==> config.mk <==
export PLATFORM = sky130hd
export DESIGN_NAME = pipe_hazard_ctrl
export DESIGN_NICKNAME = d
export VERILOG_FILES = /design/src/rtl/pipe_ctrl_pkg.sv /design/src/rtl/load_use_detect.sv /design/src/rtl/pipe_hazard_ctrl.sv
export SDC_FILE = /design/constraint.sdc
export NUM_CORES = 1
export LEC_CHECK = 0
export ABC_CLOCK_PERIOD_IN_PS = 2900
export BUFFER_PORTS_ARGS = -buffer_cell sky130_fd_sc_hd__buf_4
export CELL_PAD_IN_SITES_DETAIL_PLACEMENT = 1
export CELL_PAD_IN_SITES_GLOBAL_PLACEMENT = 2
export CORE_MARGIN = 2
export CORE_UTILIZATION = 22
export CTS_CLUSTER_DIAMETER = 200
export CTS_CLUSTER_SIZE = 28
export DETAILED_ROUTE_END_ITERATION = 12
export GPL_TIMING_DRIVEN = 0
export MAX_ROUTING_LAYER = met4
export PLACE_DENSITY_LB_ADDON = 0.1
export RECOVER_POWER = 100
export SYNTH_ARGS = -nofsm -noshare
export SYNTH_HDL_FRONTEND = slang
export SYNTH_SLANG_ARGS = --single-unit
==> constraint.sdc <==
create_clock -name clk -period 2.9 [get_ports clk]
set_input_delay 0 -clock clk [delete_from_list [all_inputs] [get_ports clk]]
set_output_delay 0 -clock clk [all_outputs]
set_load 0.03 [all_outputs]
==> src/rtl/pipe_ctrl_pkg.sv <==
// pipe_ctrl_pkg: shared types and constants for the pipeline sequencing
// controller and the load-use comparator.
package pipe_ctrl_pkg;

  // Sequencing FSM states
  typedef enum logic [0:0] {
    ST_RUN      = 1'b0,
    ST_MEM_WAIT = 1'b1
  } pipe_state_e;

  // Default register-number width (32 architectural registers)
  localparam int REG_W_DEF = 5;

  // Register $zero is never a real producer, so it never causes a hazard
  localparam int ZERO_REG = 0;

  // Per-stage control bundle, MSB first:
  // pc_en, ifid_en, idex_en, exmem_en, memwb_en, ifid_flush, idex_flush, exmem_flush
  typedef struct packed {
    logic pc_en;
    logic ifid_en;
    logic idex_en;
    logic exmem_en;
    logic memwb_en;
    logic ifid_flush;
    logic idex_flush;
    logic exmem_flush;
  } stage_ctrl_t;

  // Normal flow: every register loads, nothing squashed
  localparam stage_ctrl_t CTRL_RUN    = 8'b1111_1000;
  // Memory freeze: every register holds, nothing squashed
  localparam stage_ctrl_t CTRL_FROZEN = 8'b0000_0000;
  // Taken branch: everything loads, three wrong-path slots become bubbles
  localparam stage_ctrl_t CTRL_BRANCH = 8'b1111_1111;
  // Load-use: PC and IF/ID hold, a bubble is inserted into EX
  localparam stage_ctrl_t CTRL_STALL  = 8'b0011_1010;
  // Reset: nothing loads, every flushable register is forced to a bubble
  localparam stage_ctrl_t CTRL_RESET  = 8'b0000_0111;

  // Select the advancing-pipeline control word: branch beats load-use
  function automatic stage_ctrl_t advance_ctrl(input logic br_taken, input logic hz);
    stage_ctrl_t c;
    if (br_taken) begin
      c = CTRL_BRANCH;
    end else if (hz) begin
      c = CTRL_STALL;
    end else begin
      c = CTRL_RUN;
    end
    return c;
  endfunction

endpackage

==> src/rtl/load_use_detect.sv <==
// load_use_detect: pure combinational load-use hazard comparator.
// Flags when the load in EX writes a register the ID instruction reads.
// Also instantiated by the forwarding unit.
module load_use_detect
  import pipe_ctrl_pkg::*;
#(
  parameter int REG_W = REG_W_DEF
) (
  input  logic             ex_mem_read,
  input  logic [REG_W-1:0] ex_rt,
  input  logic [REG_W-1:0] id_rs,
  input  logic [REG_W-1:0] id_rt,
  input  logic             id_uses_rt,
  output logic             hz
);

  logic rs_match;
  logic rt_match;
  logic dst_live;

  // Compare the load destination against both ID sources
  always_comb begin
    dst_live = (ex_rt != REG_W'(ZERO_REG));
    rs_match = (ex_rt == id_rs);
    rt_match = id_uses_rt && (ex_rt == id_rt);
    hz       = ex_mem_read && dst_live && (rs_match || rt_match);
  end

endmodule

==> src/rtl/pipe_hazard_ctrl.sv <==
// pipe_hazard_ctrl: per-stage enable/flush sequencing for the 5-stage core.
// Handles load-use stalls, taken-branch flushes resolved in MEM, and
// freezes on a multi-cycle data-memory access with a timeout.
// Optional feature macro: PIPE_HAZ_PERF_EN adds saturating stall and
// branch-flush counters; without it both count ports are tied to zero.
module pipe_hazard_ctrl
  import pipe_ctrl_pkg::*;
#(
  parameter int MEM_TIMEOUT = 255,
  parameter int REG_W       = REG_W_DEF
) (
  input  logic             clk,
  input  logic             rst_n,
  input  logic [REG_W-1:0] id_rs,
  input  logic [REG_W-1:0] id_rt,
  input  logic             id_uses_rt,
  input  logic             ex_mem_read,
  input  logic [REG_W-1:0] ex_rt,
  input  logic             br_taken,
  input  logic             mem_req,
  input  logic             mem_ack,
  output logic             pc_en,
  output logic             ifid_en,
  output logic             idex_en,
  output logic             exmem_en,
  output logic             memwb_en,
  output logic             ifid_flush,
  output logic             idex_flush,
  output logic             exmem_flush,
  output logic             mem_err,
  output logic [31:0]      stall_cycles,
  output logic [15:0]      flush_count
);

  // Last wait-counter value before the access is abandoned
  localparam logic [7:0] TMO_LAST = 8'(MEM_TIMEOUT - 1);

  pipe_state_e state_q, state_d;
  logic [7:0]  wait_cnt_q, wait_cnt_d;
  logic        mem_err_q, mem_err_d;
  logic        hz;
  logic        advance;
  stage_ctrl_t ctrl;

  load_use_detect #(
    .REG_W(REG_W)
  ) u_hz (
    .ex_mem_read(ex_mem_read),
    .ex_rt      (ex_rt),
    .id_rs      (id_rs),
    .id_rt      (id_rt),
    .id_uses_rt (id_uses_rt),
    .hz         (hz)
  );

  // Next-state, wait counter and Mealy stage-control decode
  always_comb begin
    state_d    = state_q;
    wait_cnt_d = wait_cnt_q;
    mem_err_d  = mem_err_q;
    advance    = 1'b0;
    ctrl       = CTRL_FROZEN;

    case (state_q)
      ST_RUN: begin
        if (mem_req && !mem_ack) begin
          // Access not done this cycle: freeze everything and start waiting
          state_d    = ST_MEM_WAIT;
          wait_cnt_d = 8'd0;
        end else begin
          advance = 1'b1;
        end
      end
      ST_MEM_WAIT: begin
        if (mem_ack) begin
          state_d = ST_RUN;
          advance = 1'b1;
        end else if (wait_cnt_q == TMO_LAST) begin
          // Give up: let the instruction move on and record the error
          state_d   = ST_RUN;
          mem_err_d = 1'b1;
          advance   = 1'b1;
        end else begin
          wait_cnt_d = wait_cnt_q + 8'd1;
        end
      end
      default: begin
        state_d = ST_RUN;
      end
    endcase

    // Branch and load-use are only honoured when the pipeline advances
    if (advance) begin
      ctrl = advance_ctrl(br_taken, hz);
    end else begin
      ctrl = CTRL_FROZEN;
    end

    // Reset overrides asynchronously: hold everything, bubble every stage
    if (!rst_n) begin
      ctrl = CTRL_RESET;
    end else begin
      ctrl = ctrl;
    end
  end

  // FSM state, wait counter and sticky error register
  always_ff @(posedge clk or negedge rst_n) begin
    if (!rst_n) begin
      state_q    <= ST_RUN;
      wait_cnt_q <= 8'd0;
      mem_err_q  <= 1'b0;
    end else begin
      state_q    <= state_d;
      wait_cnt_q <= wait_cnt_d;
      mem_err_q  <= mem_err_d;
    end
  end

  assign pc_en       = ctrl.pc_en;
  assign ifid_en     = ctrl.ifid_en;
  assign idex_en     = ctrl.idex_en;
  assign exmem_en    = ctrl.exmem_en;
  assign memwb_en    = ctrl.memwb_en;
  assign ifid_flush  = ctrl.ifid_flush;
  assign idex_flush  = ctrl.idex_flush;
  assign exmem_flush = ctrl.exmem_flush;
  assign mem_err     = mem_err_q;

`ifdef PIPE_HAZ_PERF_EN
  logic [31:0] stall_cnt_q, stall_cnt_d;
  logic [15:0] flush_cnt_q, flush_cnt_d;

  // Saturating counters: PC-held cycles and executed branch flushes
  always_comb begin
    stall_cnt_d = stall_cnt_q;
    flush_cnt_d = flush_cnt_q;
    if (!ctrl.pc_en && (stall_cnt_q != 32'hFFFF_FFFF)) begin
      stall_cnt_d = stall_cnt_q + 32'd1;
    end else begin
      stall_cnt_d = stall_cnt_q;
    end
    // Outside reset only a taken branch squashes IF/ID
    if (ctrl.ifid_flush && rst_n && (flush_cnt_q != 16'hFFFF)) begin
      flush_cnt_d = flush_cnt_q + 16'd1;
    end else begin
      flush_cnt_d = flush_cnt_q;
    end
  end

  // Performance counter registers
  always_ff @(posedge clk or negedge rst_n) begin
    if (!rst_n) begin
      stall_cnt_q <= 32'd0;
      flush_cnt_q <= 16'd0;
    end else begin
      stall_cnt_q <= stall_cnt_d;
      flush_cnt_q <= flush_cnt_d;
    end
  end

  assign stall_cycles = stall_cnt_q;
  assign flush_count  = flush_cnt_q;
`else
  assign stall_cycles = 32'd0;
  assign flush_count  = 16'd0;
`endif

endmodule

==> flow_metrics.tcl <==
set metrics [dict create \
    status "finished clean" \
    fp-row-count 25 \
    synthesis.area_um2 1090 \
    fin_area_um2 1610 \
    power-per-cell-area_nw_per_um2 360 \
    vdd_drop_max_mv 0.0932 \
    worstPathArrival_ns 2.45 \
    avgSynthCellArea_um2 8.57 \
    dpl_cell_area_um2 1570 \
    synth_cell_types 30 \
    seq_area_frac_synth 0.230 \
    clock_sinks 10 \
    post-route-min-period_ns 2.45 \
    postLayoutCoreUtil 0.339 \
    drive_gt1_frac 0.397 \
    final_nets 234 \
    antenna_found_initial 0 \
    clock.fmax_ghz 0.409 \
    synth_edf_count 0 \
    wirelength_um 2730 \
    fin_skew_ns 0.00494 \
    worst_pin_slew_ns 0.691 \
    cap_violations 0 \
    hold-worst-slack_ns 0.0678 \
    slew_headroom 0.539 \
    start_util 0.229 \
    synthArstFlopShare 1.00 \
    hold_viol 0 \
    drt_first_pass_iters 4 \
    grt_max_degree 14 \
    crit_fanout 10 \
    ctsLongestPathBuffers 2 \
    hpwl_um 2350 \
    worstSetupPathType "reg2out" \
    drt-initial-drc-count 33 \
    io_buffer_count 30 \
    route.detailed.wl_per_inst_um 9.89 \
    vias_per_cell 3.66 \
    final.setup.tns_ns 0 \
    grt_first_pass_wirelength_um 4180 \
    antenna_left 0 \
    grt_usage 0.100 \
    coreArea_um2 4750 \
    worstPathRequired_ns 2.90 \
    p_leak_uw 0.000879 \
    hold_class "in2reg" \
    gp_congestion 0.741 \
    cts_buffers 3 \
    ys_seq_elements 10 \
    maxSlewViolCount 0 \
    busiest_layer "met2" \
    cts.clk_slew.worst_paths_ns 0.05 \
    die_h_um 74.3 \
    design.die.area_um2 5530 \
    use_met1 0.110 \
    post-route-period-util 0.844 \
    synth_ff_type "dfrtp_1" \
    setup_viol 0 \
    syn_inst 127 \
    grt_pass1_vias 970 \
    rsz0062_at_grt "false" \
    diodes 0 \
    grt_overflow 0 \
    clk_latency_ns 0.25 \
    drc 0 \
    via_count 1011 \
    grt_use_met3 0.0190 \
    cts_tree "yes" \
    cts-root-buf "clkbuf_8" \
    start_kind "register" \
    crit_path_end_kind "output pin" \
    final.fill_count 616 \
    io_pins 79 \
    use_met2 0.175 \
    yosys_warnings 0 \
    h-tree-depth 1 \
    chipWidth_um 74.3 \
    syn2layout_area_growth_pct 47.9 \
]
[timing repair]
action / in CTS / in global routing
buffers inserted: 0 / 0
endpoints found under the hold margin: 10 / 0
gates resized for setup: 0 / 0
hold buffers: 1 / 0
[power breakdown]
group	total, µW	switching (µW)	internal (µW)
logic	240	148	92.0
registers	155	9.01	146
clock network	185	64.5	120
total	580	221	359
[per-layer routing]
metal,part of all wire,vias up
met5,0,-
met4,0.018,0
met3,0.079,5
met2,0.50,52
met1,0.40,460
li1,-,494
[final cells by class]
class | instances | area (µm²) | area share
Inverter | 3 | 11.3 | 0.00699
Sequential cell | 10 | 250 | 0.155
Tap cell | 67 | 83.8 | 0.0521
Timing Repair Buffer | 31 | 209 | 0.130
Clock buffer | 4 | 55.1 | 0.0342
Buffer | 53 | 398 | 0.247
Multi-Input combinational cell | 108 | 603 | 0.375
[sequential cells by signal (all words and copies together) (netlist names)]
signal and count:
wait_cnt_q 8, mem_err 1, state_q 1
[through the flow]
stage               worst slack (ns)  cells  power (µW)
floorplan                      0.944    174         345
global placement               0.913    271         397
detailed placement             0.906    271         401
CTS                            0.599    276         587
global route                   0.302    276         604
finish                         0.453    276         580
[logic make-up (layout without fill, tap and decap cells)]
family	after synthesis	after routing	share of synthesized area
fa+ha+maj	2	2	0.0230
other cells	1	48	0.00344
xor+xnor	10	10	0.0805
buf+inv	56	91	0.376
flops	10	10	0.230
simple gates	26	26	0.147
compound gates	22	22	0.140
[synthesized netlist by cell type, types with 2 or more instances]
master | n | area (µm²)
buf_4 | 53 | 398
o31ai_1 | 3 | 22.5
inv_1 | 3 | 11.3
o21ai_0 | 8 | 40.0
or4_1 | 3 | 22.5
ha_1 | 2 | 25.0
xor2_1 | 9 | 78.8
or3_1 | 3 | 18.8
nand3_1 | 4 | 20.0
nor2_1 | 2 | 7.51
dfrtp_1 | 10 | 250
nand2_1 | 5 | 18.8
a21oi_1 | 5 | 25.0
[critical path, stage by stage (launching register included)]
cell and delay (ns):
dfrtp_1 0.43, nand4_1 0.30, o31ai_4 0.45, buf_4 0.25, and2_0 0.24, o31a_1 0.21
clkbuf_1 0.32
[placed cells by master (no fill, tap or decap), types with 2 or more instances in the layout]
cell type / netlist / layout
buf_4: 53 / 76
conb_1: 1 / 48
dfrtp_1: 10 / 10
xor2_1: 9 / 9
o21ai_0: 8 / 8
clkbuf_1: 0 / 7
nand2_1: 5 / 5
a21oi_1: 5 / 5
nand3_1: 4 / 4
clkbuf_8: 0 / 4
inv_1: 3 / 3
or4_1: 3 / 3
o31ai_1: 3 / 3
or3_1: 3 / 3
nor2_1: 2 / 2
ha_1: 2 / 2
[final timing paths]
path,startpoint,to,slack [ns],depth (start not counted)
worst max-delay path,wait_cnt_q[3],ifid_en,0.45,6
worst min-delay path,mem_ack,wait_cnt_q[5],0.07,3
worst min register to register,mem_err,mem_err,0.47,1
min in group asynchronous,rst_n,wait_cnt_q[4],0.31,2
worst max register to register,wait_cnt_q[3],wait_cnt_q[2],1.14,5
max in group asynchronous,rst_n,mem_err,2.14,2
No activity file was read; power rests on OpenSTA's default activity.
